File: src/rtl/png_scanline_serializer.sv
// rtl/png_scanline_serializer.sv - serializes RGB pixel triplets into raw PNG scanline bytes
module png_scanline_serializer #(
   parameter int          IMG_WIDTH   = 256,
   parameter int          IMG_HEIGHT  = 256,
   parameter logic [7:0]  FILTER_TYPE = 8'h00
) (
   input  logic       clk,
   input  logic       rst,
   input  logic       start,
   input  logic       pix_valid,
   output logic       pix_ready,
   input  logic [7:0] pix_r,
   input  logic [7:0] pix_g,
   input  logic [7:0] pix_b,
   output logic       byte_valid,
   input  logic       byte_ready,
   output logic [7:0] byte_data,
   output logic       byte_row_start,
   output logic       byte_last,
   output logic       busy,
   output logic       done
);

   localparam int COL_W = (IMG_WIDTH  > 1) ? $clog2(IMG_WIDTH)  : 1;
   localparam int ROW_W = (IMG_HEIGHT > 1) ? $clog2(IMG_HEIGHT) : 1;

   localparam logic [COL_W-1:0] COL_LAST = COL_W'(IMG_WIDTH - 1);
   localparam logic [ROW_W-1:0] ROW_LAST = ROW_W'(IMG_HEIGHT - 1);

   typedef enum logic [2:0] {
      S_IDLE     = 3'd0,
      S_FILTER   = 3'd1,
      S_WAIT_PIX = 3'd2,
      S_EMIT_R   = 3'd3,
      S_EMIT_G   = 3'd4,
      S_EMIT_B   = 3'd5,
      S_DONE     = 3'd6
   } state_t;

   state_t           state_q, state_d;
   logic [COL_W-1:0] col_q, col_d;
   logic [ROW_W-1:0] row_q, row_d;
   logic [7:0]       r_q, r_d;
   logic [7:0]       g_q, g_d;
   logic [7:0]       b_q, b_d;

   logic at_col_last;
   logic at_row_last;

   assign at_col_last = (col_q == COL_LAST);
   assign at_row_last = (row_q == ROW_LAST);

   // State, position counters and the captured pixel; reset aborts any frame in flight.
   always_ff @(posedge clk or posedge rst) begin
      if (rst) begin
         state_q <= S_IDLE;
         col_q   <= '0;
         row_q   <= '0;
         r_q     <= '0;
         g_q     <= '0;
         b_q     <= '0;
      end else begin
         state_q <= state_d;
         col_q   <= col_d;
         row_q   <= row_d;
         r_q     <= r_d;
         g_q     <= g_d;
         b_q     <= b_d;
      end
   end

   // Next-state: each emitting state advances only on an accepted byte, WAIT_PIX only on an accepted pixel.
   always_comb begin
      state_d = state_q;
      col_d   = col_q;
      row_d   = row_q;
      r_d     = r_q;
      g_d     = g_q;
      b_d     = b_q;

      case (state_q)
         S_IDLE: begin
            if (start) begin
               state_d = S_FILTER;
            end
         end
         S_FILTER: begin
            if (byte_ready) begin
               state_d = S_WAIT_PIX;
            end
         end
         S_WAIT_PIX: begin
            if (pix_valid) begin
               r_d     = pix_r;
               g_d     = pix_g;
               b_d     = pix_b;
               state_d = S_EMIT_R;
            end
         end
         S_EMIT_R: begin
            if (byte_ready) begin
               state_d = S_EMIT_G;
            end
         end
         S_EMIT_G: begin
            if (byte_ready) begin
               state_d = S_EMIT_B;
            end
         end
         S_EMIT_B: begin
            if (byte_ready) begin
               if (!at_col_last) begin
                  col_d   = col_q + COL_W'(1);
                  state_d = S_WAIT_PIX;
               end else if (!at_row_last) begin
                  col_d   = '0;
                  row_d   = row_q + ROW_W'(1);
                  state_d = S_FILTER;
               end else begin
                  state_d = S_DONE;
               end
            end
         end
         S_DONE: begin
            col_d   = '0;
            row_d   = '0;
            r_d     = '0;
            g_d     = '0;
            b_d     = '0;
            state_d = S_IDLE;
         end
         default: begin
            state_d = S_IDLE;
         end
      endcase
   end

   // Outputs decode from state and registers only, so the stream sideband holds steady under backpressure.
   always_comb begin
      pix_ready      = 1'b0;
      byte_valid     = 1'b0;
      byte_data      = 8'h00;
      byte_row_start = 1'b0;
      byte_last      = 1'b0;
      busy           = 1'b0;
      done           = 1'b0;

      case (state_q)
         S_FILTER: begin
            busy           = 1'b1;
            byte_valid     = 1'b1;
            byte_data      = FILTER_TYPE;
            byte_row_start = 1'b1;
         end
         S_WAIT_PIX: begin
            busy      = 1'b1;
            pix_ready = 1'b1;
         end
         S_EMIT_R: begin
            busy       = 1'b1;
            byte_valid = 1'b1;
            byte_data  = r_q;
         end
         S_EMIT_G: begin
            busy       = 1'b1;
            byte_valid = 1'b1;
            byte_data  = g_q;
         end
         S_EMIT_B: begin
            busy       = 1'b1;
            byte_valid = 1'b1;
            byte_data  = b_q;
            byte_last  = at_col_last && at_row_last;
         end
         S_DONE: begin
            done = 1'b1;
         end
         default: begin
         end
      endcase
   end

endmodule

File: config.mk
export PLATFORM = sky130hd
export DESIGN_NAME = png_scanline_serializer
export DESIGN_NICKNAME = d
export VERILOG_FILES = /design/src/rtl/png_scanline_serializer.sv
export SDC_FILE = /design/constraint.sdc
export NUM_CORES = 1
export LEC_CHECK = 0
export ABC_AREA = 1
export CAP_MARGIN = 10
export CORE_MARGIN = 10
export CORE_UTILIZATION = 57
export DETAILED_ROUTE_END_ITERATION = 10
export GPL_TIMING_DRIVEN = 0
export PLACE_DENSITY = 0.86
export SKIP_LAST_GASP = 1
export SLEW_MARGIN = 0
export SYNTH_ARGS = -nofsm -noshare
export SYNTH_HDL_FRONTEND = slang
export SYNTH_SLANG_ARGS = --single-unit
File: constraint.sdc
create_clock -name clk -period 4.6 [get_ports clk]
set_clock_uncertainty 0.15 [all_clocks]
set_input_delay 1.38 -clock clk [delete_from_list [all_inputs] [get_ports clk]]
set_output_delay 1.38 -clock clk [all_outputs]
set_load 0.03 [all_outputs]
==> summary.md <==
| Metric | Value |
|---|---|
| Status | `complete, no violations` |
| Setup tns final | `0 ns` |
| NumNets Final | `385` |
| CTS tree | `yes` |
| Vias per inst | `5.53` |
| Post-synthesis compound-gate area fraction | `0.118` |
| Total global-route track usage | `0.173` |
| Worst skew pair latency | `0.32 ns` |
| Fin crit period | `3.99 ns` |
| Largest family of logic cells by synthesized area | `simple AND/OR/NAND/NOR gates` |
| Critical Path Fanout Max | `8` |
| Netlist Area Pre-Place | `0.00242 sq mm` |
| Critical path launch point type | `flop` |
| Area Growth Syn to Fin | `25.1%` |
| Core Footprint | `0.00406 sq mm` |
| Mux share of post-synthesis cell area | `0` |
| XOR/XNOR share of the synthesized area | `0.0109` |
| Tcrit/Tclk final | `0.868` |
| # port buffers | `41` |
| Synth Area in Adders | `0.0104` |
| Initial antenna violation count | `0` |
| Gr ovfl total | `0` |
| Die area | `0.00724 sq mm` |
| Root Driver | `clkbuf_8` |
| Clock sinks | `43` |
| Worst EP arrival | `2.46 ns` |
| Wire length of the first global-routing pass | `10.3 mm` |
| Max VDD drop | `0.358 mV` |
| P_leak | `1.40 nW` |
| Die Wd | `85.1 um` |
| Simple-gate share of the synthesized area | `0.322` |
| Drt drc | `0` |
| Syn avg cell area | `7.90 sq um` |
| Max Slew Vio Count | `0` |
| Io pins | `43` |
| Initial detailed-routing violation count | `149` |
| Drt wl/cell | `15.1 um` |
| Cts repair resizes | `0` |
| Req. time, crit path | `3.07 ns` |
| Fin. Hold Viols | `0` |
| # Max-Cap Violations | `0` |
| Yosys warns | `0` |
| Via count | `2238` |
| Final instance area | `0.00302 sq mm` |
| Die Y | `85.1 um` |
| Cts bufs inserted | `5` |
| WL final | `6.13 mm` |
| Slew headroom | `0.416` |
| Syn nets | `337` |
| Synthesized flop and latch total | `43` |
| Post-synth EDFFs | `0` |
| Post-Route Utilization | `0.745` |
| Clock-pin slew on the worst setup and hold paths | `0.08 ns` |
| Endpoints failing setup | `0` |
| Hold slack | `0.354 ns` |
| Layout cells sized above 1 | `0.124` |
| Total setup buffers inserted after CTS | `0` |
| Predominant post-synthesis flop cell | `dfrtp_1` |
| Final HPWL DP | `4.40 mm` |
| Initial Utilization | `0.595` |
| Area leader, netlist | `dfrtp_1` |
| Register area share after synthesis | `0.445` |
| Vias in the first global route | `2163` |
| Routed Antenna Nets | `0` |
| Number of distinct library cells after synthesis | `29` |
| Fmax | `0.251 GHz` |
| Asr flop ratio synth | `1.00` |
| # hold bufs at CTS | `0` |
| RSZ-0062 raised after global routing | `false` |
| Ranking of synthesized cells by area | `dfrtp_1 (45%), nand2_1 (13%), nand3_1 (9.3%), inv_1 (4.8%), o21ai_0 (3.9%)` |
| Worst-case clock buffer depth | `2` |
| Gp weighted congestion | `0.886` |
| Largest net degree at the start of global routing | `44` |
| Pwr Density | `483 mW/mm^2` |
| H-tree depth | `2` |
| Post-DP Area | `0.00289 sq mm` |
| Hold WC Path Type | `flop to flop` |
| Crit end category | `output pin` |
| Crit Path Category | `flop to output pin` |
| Top cell type's share of synthesized area | `0.445` |
| FP Rows | `23` |
| Mapped Cells | `306` |
| Worst Tran Pin Value | `0.875 ns` |
| Pre-Repair DR Iteration Count | `5` |
| Ant diodes | `0` |
[synth_stat cells (3+ instances only)]
library cell	n
o21ai_2	8
buf_2	4
o21ai_0	19
inv_1	31
buf_6	5
nand3_1	45
nor2_1	19
inv_2	5
nand2_2	3
o21ai_1	3
o221ai_1	8
nand3_2	3
nand4_1	3
o21bai_1	4
dfrtp_1	43
nand2_1	85
[power by group]
| part | internal, W | switching (W) |
|---|---|---|
| registers | 0.000496 | 0.0000655 |
| clock network | 0.000217 | 0.000137 |
| logic | 0.000204 | 0.000339 |
| total | 0.000917 | 0.000542 |
[cell type report]
cell class	count	area, sq um
multi-input combinational	215	1110
clock inverter	2	60.1
tap	50	62.6
timing repair buffer	41	410
inverter	37	141
sequential	43	1080
clock buffer	6	72.6
fill	297	1040
buffer	11	83.8
[final timing paths]
kind / start / slack [ns] / endpoint / cells past startpoint
worst min register to register: r_q[2] / 0.35 / r_q[2] / 2
worst min-delay path: r_q[2] / 0.35 / r_q[2] / 2
max in group asynchronous: rst / 2.33 / r_q[0] / 2
worst max-delay path: state_q[2] / 0.61 / byte_data[3] / 7
min in group asynchronous: rst / 1.41 / g_q[2] / 2
worst max register to register: col_q[0] / 2.80 / row_q[7] / 9
[per-layer routing]
| metal | wire length (um) | track usage | up-vias |
|---|---|---|---|
| met5 | 0 | 0 | - |
| met4 | 97 | 0.0659 | 0 |
| met3 | 364 | 0.0478 | 9 |
| met2 | 3060 | 0.285 | 63 |
| met1 | 2610 | 0.210 | 1072 |
| li1 | - | - | 1094 |
[flip-flops by register name, indices dropped and copies added, names as in the netlist]
name     count
r_q          8
b_q          8
g_q          8
row_q        8
state_q      3
col_q        8
[worst max-delay path, cell delays in order, from the launching register on]
cell             delay [ns]
dfrtp_1                0.38
buf_6                  0.14
inv_1                  0.09
nand2_1                0.12
nor2_1                 0.40
nand2_1                0.16
o221ai_1               0.14
clkdlybuf4s50_1        0.73
[layout by cell type (no fill, tap or decap), types with 4 or more instances in the layout]
cell type and instances:
buf_2 4, buf_6 5, clkbuf_8 5, clkdlybuf4s50_1 41, dfrtp_1 43, inv_1 30, inv_2 6, nand2_1 85
nand3_1 45, nor2_1 19, o21ai_0 19, o21ai_2 8, o21bai_1 4, o221ai_1 8
[kinds of logic after synthesis]
| logic type | after synthesis |
|---|---|
| AND/OR/NAND/NOR | 167 |
| buffers and inverters | 48 |
| AO/OA/AOI/OAI | 43 |
| flip-flops | 43 |
| XOR/XNOR | 3 |
| adder cells (fa/ha/maj) | 2 |
[metrics by stage]
step	power [W]	instances	setup slack, ns
3_3_place_gp	0.00108	397	0.999
3_5_place_dp	0.00111	397	0.954
4_1_cts	0.00146	405	0.607
5_1_grt	0.00155	405	0.460
6_report	0.00146	405	0.609
2_1_floorplan	0.000924	306	1.70
No activity file was read; power rests on OpenSTA's default activity.
